[src/rtl/pow2_sched_pkg.sv]
// Shared widths and the stage-A bundle for the exponent scheduler.
// The ID field is sized for the largest supported requester count.
package pow2_sched_pkg;

    localparam int DATA_W   = 8;
    localparam int EXP_W    = 3;
    localparam int ID_MAX_W = 4;

    typedef struct packed {
        logic [DATA_W-1:0]   data;
        logic [ID_MAX_W-1:0] id;
        logic                valid;
    } stage_a_t;

endpackage

[src/rtl/find_pow2_8.sv]
// exp = ceil(log2 x) - 1 for 8-bit x, 0 for x <= 2.
// Computed as the MSB position of x-1.
module find_pow2_8
    import pow2_sched_pkg::*;
(
    input  logic [DATA_W-1:0] x,
    output logic [EXP_W-1:0]  exp
);

    logic [DATA_W-1:0] xm1;

    always_comb begin
        xm1 = x - DATA_W'(1);
        exp = '0;
        if (x > DATA_W'(2)) begin
            for (int i = 0; i < DATA_W; i++) begin
                if (xm1[i]) exp = EXP_W'(i);
            end
        end
    end

endmodule

[src/rtl/rr_arb_onehot.sv]
// Round-robin arbiter: first set request at or after ptr, wrapping.
// Produces a one-hot grant and its encoded index.
module rr_arb_onehot #(
    parameter int N  = 4,
    parameter int IW = $clog2(N)
) (
    input  logic [N-1:0]  req,
    input  logic [IW-1:0] ptr,
    output logic [N-1:0]  gnt,
    output logic [IW-1:0] idx
);

    logic found;
    int   k;

    always_comb begin
        gnt   = '0;
        idx   = '0;
        found = 1'b0;
        k     = 0;
        for (int i = 0; i < N; i++) begin
            k = int'(ptr) + i;
            if (k >= N) k = k - N;
            if (!found && req[k]) begin
                found  = 1'b1;
                gnt[k] = 1'b1;
                idx    = IW'(k);
            end
        end
    end

endmodule

[src/rtl/pow2_exp_scheduler.sv]
// Round-robin scheduler sharing one find_pow2_8 unit between requesters.
// Two register stages: operand capture (A) and result output (B).
module pow2_exp_scheduler
    import pow2_sched_pkg::*;
#(
    parameter  int N_REQ = 4,
    localparam int ID_W  = $clog2(N_REQ)
) (
    input  logic                    clk,
    input  logic                    rst_n,
    input  logic [N_REQ-1:0]        req_i,
    input  logic [DATA_W*N_REQ-1:0] data_i,
    output logic [N_REQ-1:0]        gnt_o,
    output logic                    out_valid,
    input  logic                    out_ready,
    output logic [EXP_W-1:0]        out_exp,
    output logic                    out_zero,
    output logic [ID_W-1:0]         out_id
);

    stage_a_t          a_q;
    logic [ID_W-1:0]   ptr_q;
    logic [ID_W-1:0]   arb_idx;
    logic [N_REQ-1:0]  arb_gnt;
    logic [DATA_W-1:0] sel_data;
    logic [EXP_W-1:0]  exp_a;
    logic              can_a;
    logic              can_b;
    logic              accept;
    logic              unused_id_bits;

    rr_arb_onehot #(
        .N  (N_REQ),
        .IW (ID_W)
    ) u_arb (
        .req (req_i),
        .ptr (ptr_q),
        .gnt (arb_gnt),
        .idx (arb_idx)
    );

    find_pow2_8 u_exp (
        .x   (a_q.data),
        .exp (exp_a)
    );

    assign can_b    = !out_valid || out_ready;
    assign can_a    = !a_q.valid || can_b;
    // Gated by rst_n so grants vanish the moment reset asserts.
    assign gnt_o    = (can_a && rst_n) ? arb_gnt : '0;
    assign accept   = |(req_i & gnt_o);
    assign sel_data = data_i[arb_idx*DATA_W +: DATA_W];
    assign unused_id_bits = ^a_q.id;

    always_ff @(posedge clk or negedge rst_n) begin
        if (!rst_n) begin
            a_q   <= '0;
            ptr_q <= '0;
        end else if (accept) begin
            a_q.data  <= sel_data;
            a_q.id    <= ID_MAX_W'(arb_idx);
            a_q.valid <= 1'b1;
            ptr_q     <= (arb_idx == ID_W'(N_REQ - 1)) ?
                         '0 : arb_idx + ID_W'(1);
        end else if (can_b) begin
            a_q.valid <= 1'b0;
        end
    end

    always_ff @(posedge clk or negedge rst_n) begin
        if (!rst_n) begin
            out_valid <= 1'b0;
            out_exp   <= '0;
            out_zero  <= 1'b0;
            out_id    <= '0;
        end else if (can_b && a_q.valid) begin
            out_valid <= 1'b1;
            out_exp   <= exp_a;
            out_zero  <= (a_q.data == '0);
            out_id    <= a_q.id[ID_W-1:0];
        end else if (out_ready) begin
            out_valid <= 1'b0;
        end
    end

endmodule

[config.mk]
export PLATFORM = sky130hd
export DESIGN_NAME = pow2_exp_scheduler
export DESIGN_NICKNAME = d
export VERILOG_FILES = /design/src/rtl/pow2_sched_pkg.sv /design/src/rtl/find_pow2_8.sv /design/src/rtl/rr_arb_onehot.sv /design/src/rtl/pow2_exp_scheduler.sv
export SDC_FILE = /design/constraint.sdc
export NUM_CORES = 1
export LEC_CHECK = 0
export CAP_MARGIN = 25
export CELL_PAD_IN_SITES_DETAIL_PLACEMENT = 2
export CELL_PAD_IN_SITES_GLOBAL_PLACEMENT = 2
export CORE_ASPECT_RATIO = 0.5
export CORE_MARGIN = 4
export CORE_UTILIZATION = 32
export DETAILED_ROUTE_END_ITERATION = 10
export PLACE_DENSITY_LB_ADDON = 0.12
export SETUP_SLACK_MARGIN = 0.15
export SLEW_MARGIN = 20
export SYNTH_ARGS = -nofsm -noshare
export SYNTH_HDL_FRONTEND = slang
export SYNTH_HIERARCHICAL = 1
export SYNTH_SLANG_ARGS = --single-unit
[constraint.sdc]
create_clock -name clk -period 7.72 [get_ports clk]
set_input_delay 1.544 -clock clk [delete_from_list [all_inputs] [get_ports clk]]
set_output_delay 1.544 -clock clk [all_outputs]
set_load 0.05 [all_outputs]
### Yosys cells after proc, flatten, opt, wreduce, memory -nomap -nowiden

Index checks and enable logic that the tools add are counted.

* bits in latches: 0
* memory bits (writable): 0
* memories: 0
* flip-flop bits (word level): 20
* bits in read-only memories: 0
* output and inout port bits: 11

* divide/modulo/power cells: 0
* $lt $le $gt $ge: 13
* reduce and logical (&&, ||, !) cells: 20
* $mul: 0
* bitwise operators: 4
* $add $sub $neg: 9
* shift-type cells: 1
* equal/unequal tests: 1
* multiplexer cells: 49

Operators with widths (count)
* $ge A32 B1 Y1 const B: 4
* $lt A32 B4 Y1 const B: 4
* $mux W32: 4
* $ge A32 B4 Y1 const B: 3
* $sub A32 B4 Y32 const B: 3
* $shiftx A32 B6 Y8: 1
* $mux W1: 20
* $mux W4: 5
* $mux W3: 5
* $mux W2: 7
* $or A4 B4 Y4: 3
* $logic_and A1 B1 Y1: 9
* $bmux W1 S2: 4
* $demux W1 S2: 4
* $gt A8 B2 Y1 const B: 1
* $logic_not A8 Y1: 1
* $sub A8 B1 Y8 const B: 1
* $add A2 B2 Y3 const B: 2
* $logic_not A1 Y1: 5
* $and A4 B4 Y4: 1
* $reduce_bool A2 Y1: 2
* $reduce_or A4 Y1: 1
* $sub A2 B3 Y4 const B: 1
* $add A2 B1 Y3 const B: 1
* other kinds (4): 5

### Depth between registers and ports, before layout

* word-level depth: 19
* gate-level depth with buffers: 12
* depth with buffers taken out: 10

### By module

Netlist, hierarchy kept.

Modules (own cells, without submodules)
* pow2_exp_scheduler: seq. area each 500.5 sq um, cells each 66, area an instance 1029.7 sq um, times used 1
* rr_arb_onehot: seq. area each 0.0 sq um, cells each 49, area an instance 456.7 sq um, times used 1
* find_pow2_8: seq. area each 0.0 sq um, cells each 42, area an instance 266.5 sq um, times used 1

### Least setup slack after synthesis

OpenSTA, ideal clock, no wires.

* path kind: input port to output port
* start: input req_i[1]
* end: output gnt_o[1]
* required time: 6.176 ns
* arrival: 3.078 ns
* setup slack: 3.098 ns
* cell stages on the path: 6
* path through: mux4_2 -> nand2b_4 -> nor3_4 -> a22oi_1 -> o21ai_1 -> and3_1

* word-level cells in the longest chain between the ends: 14
* elaborated cells between the ends (all ways): 29

RTL lines
* start: declaration: RTL line pow2_exp_scheduler.sv:11 `input logic [N_REQ-1:0] req_i,`
* $bmux W1 S2: RTL line rr_arb_onehot.sv:24 `if (!found && req[k]) begin`
* $mux W1 (not written as such) (2 in series): RTL line rr_arb_onehot.sv:24
* $mux W1: RTL line rr_arb_onehot.sv:24
* $logic_not A1 Y1: RTL line rr_arb_onehot.sv:24
* $logic_and A1 B1 Y1: RTL line rr_arb_onehot.sv:24
* $mux W1: RTL line rr_arb_onehot.sv:24
* $logic_not A1 Y1: RTL line rr_arb_onehot.sv:24
* $logic_and A1 B1 Y1: RTL line rr_arb_onehot.sv:24
* $mux W1: RTL line rr_arb_onehot.sv:24
* $logic_not A1 Y1: RTL line rr_arb_onehot.sv:24
* $logic_and A1 B1 Y1: RTL line rr_arb_onehot.sv:24
* $mux W4 *: RTL line rr_arb_onehot.sv:24
* named net arb_gnt[1]: RTL line pow2_exp_scheduler.sv:24 `logic [N_REQ-1:0] arb_gnt;`
* $mux W4 *: RTL line pow2_exp_scheduler.sv:50 `assign gnt_o = (can_a && rst_n) ? arb_gnt : '0;`
* end: declaration: RTL line pow2_exp_scheduler.sv:13 `output logic [N_REQ-1:0] gnt_o,`

The timed path passes the listed nets; every way through them passes the cells marked *. The select of a mux whose other input is x is not followed.

### Worst setup path after layout

* start: input req_i[1]
* end: output gnt_o[3]

The elaborated chain is that of the path after synthesis.

==> qor.yml <==
status: "completed"
dieArea_sq_um: 6800
hold_viol_final: 0
diodes: 0
yosys_warnings: 6
hold_depth: 1
yosysSeqAreaShare: 0.286
synthAdderAreaFrac: 0.0785
port_buffers: 49
area_growth_pct: 34.9
maxCapViolCount: 0
post-route-util: 0.463
use_met2: 0.303
grt_pass1_wl_um: 8530
first_pass_iters: 4
drt_iter0_drc: 49
grt_max_degree: 18
cts_buffers: 3
worst_slew_pin_slew_ns: 0.741
gr-usage-all-layers: 0.154
start_util: 0.343
gp_congestion: 0.761
timing.setup.tns_ns: 0
worstPathRequired_ns: 6.18
cts_tree: "done"
ctsHoldBuffers: 0
syn_avg_cell_area_sq_um: 11.2
clkTransAtPathRegs_ns: 0.06
htree_levels: 1
synth-edff-count: 0
critPathLaunchType: "input pin"
crit_family: "buffers and inverters"
hpwl_um: 4150
synth-simple-area-share: 0.142
netlist_area_sq_um: 1750
fmax_mhz: 171
cp_slowest_stage_delay_ns: 0.81
crit_arrival_ns: 4.30
period_share: 0.757
slew_violations: 0
p_total_uw: 1100
synth_seq_cells: 20
worstSetupPathType: "in2out"
cp.buffers_inverters: 2
slew_headroom: 0.504
crit_top_cell: "clkdlybuf4s50_1"
drc: 0
synth_compound_area_frac: 0.176
worst_skew_pair.late_latency_ns: 0.25
yosys.area.top_type_share: 0.286
leakage_uw: 0.000926
power_density_nw_per_um2: 465
synthTopCellsByArea: "dfrtp_1 29%, mux4_2 14%, mux2_2 10%"
via_count: 1539
antenna_found_initial: 0
path_cells: "clkdlybuf4s50_1 > mux4_2 > nand2b_4 > nor3_4 > a22oi_1 > o21ai_1 > and3_1 > clkdlybuf4s50_1"
ctsResizeCount: 0
yosysTopAreaCell: "dfrtp_1"
core_area_sq_um: 5110
grt.met1_usage: 0.192
finClkSkew_ns: 0.00393
cp-end-kind: "primary output"
setup_viol: 0
synth_flop_cell: "dfrtp_1"
period_needed_ns: 5.84
routed_via_density: 5.56
synth_cells: 157
rsz0062_at_grt: "false"
syn_nets: 207
post_cts_buffers: 0
cts.sink_count: 20
hold_class: "reg2reg"
die_h_um: 60.3
r2r_cells: 10
critical_path_depth: 8
irDropWorstVdd_mv: 0.187
drt_wl_total_um: 5050
async_reset_ff_frac: 1.00
drive_gt1_frac: 0.203
synthXorXnorAreaFrac: 0
nNetsFinal: 259
ant_nets: 0
synth_cell_types: 43
die_x_um: 113
cp_max_fo: 8
overflow: 0
crit_slowest_cell: "clkdlybuf4s50_1"
use_met3: 0.0159
grt.busiest_layer: "met2"
wl_per_cell_um: 18.2
grt_pass1_vias: 1707
io_pins: 50
muxShareOfSynthArea: 0.279
synth_top_family_by_area: "multiplexers"
clock_path_buffers: 2
root_buffer: "clkbuf_8"
rows: 18
[worst reg2reg max path, stage by stage (launching register included)]
cell and delay, ns:
dfrtp_1 0.76, inv_1 0.23, ha_1 0.48, mux4_2 0.48
nor2b_4 0.23, o21ai_1 0.09, and3_1 0.19, o22ai_1 0.37
buf_4 0.26, mux4_2 0.31, mux2_2 0.27
[synth_stat cells, types with 4 or more instances]
library cell,n
a22o_1,4
dfrtp_1,20
a22oi_1,9
o21ai_1,6
nand2b_1,4
nor2_1,5
and3_1,5
ha_1,11
mux2_2,16
nand2_1,8
mux4_2,11
o21ai_0,5
inv_1,6
[per-stage QoR]
step / setup WS, ns / instance area, sq um / hold WS (ns) / instances
global route: 1.72 / 2360 / 0.522 / 277
CTS: 1.86 / 2360 / 0.499 / 276
finish: 1.88 / 2360 / 0.502 / 277
detailed placement: 1.86 / 2320 / 0.484 / 273
global placement: 1.93 / 2300 / 0.473 / 272
floorplan: 3.10 / 1750 / 0.475 / 157
[placed cells by master (no fill, tap or decap), drive strengths merged, types with 7 or more instances in the layout]
cell and count:
o21ai 11, ha 11, mux2 17, nand2 8, inv 7, clkdlybuf4s50 49
dfrtp 20, mux4 12, a22oi 9
[worst paths after layout]
check / start / endpoint / slack, ns
setup / recovery: req_i[1] / gnt_o[3] / 1.88
hold / removal: out_zero / out_zero / 0.50
setup reg to reg: ptr_q[0] / a_q[9] / 3.94
hold reg to reg: out_zero / out_zero / 0.50
max in group asynchronous: rst_n / a_q[7] / 5.55
min in group asynchronous: rst_n / out_valid / 1.67
[per-layer routing]
metal,vias up,part of all wire,wire length [um]
met4,0,0.0044,22
met3,2,0.011,55
met1,797,0.44,2240
li1,725,-,-
met2,15,0.54,2730
met5,-,0,0
[cell type report]
cell class / instances / area (sq um)
clock buffers: 3 / 41.3
flip-flops and latches: 20 / 500
fillers: 521 / 2750
well taps: 70 / 87.6
multi-input cells: 125 / 1190
inverters: 7 / 26.3
repair buffers: 52 / 520
[registers in the layout (all words and copies together), names as in the netlist]
signal,flops
ptr_q,2
a_q,11
out_zero,1
out_id,2
out_exp,3
out_valid,1
[where the power goes]
part	total [uW]	switching (uW)	leakage, uW	internal (uW)
combinational	785	405	0.000668	380
clock	65.4	30.8	0.0000216	34.6
sequential	250	94.3	0.000237	156
[cells by family after synthesis]
family | count (synthesis)
compound gates | 44
simple gates | 39
mux | 31
flops | 20
buf+inv | 12
fa+ha+maj | 11
Note: power is estimated with default switching activity, not from simulation.
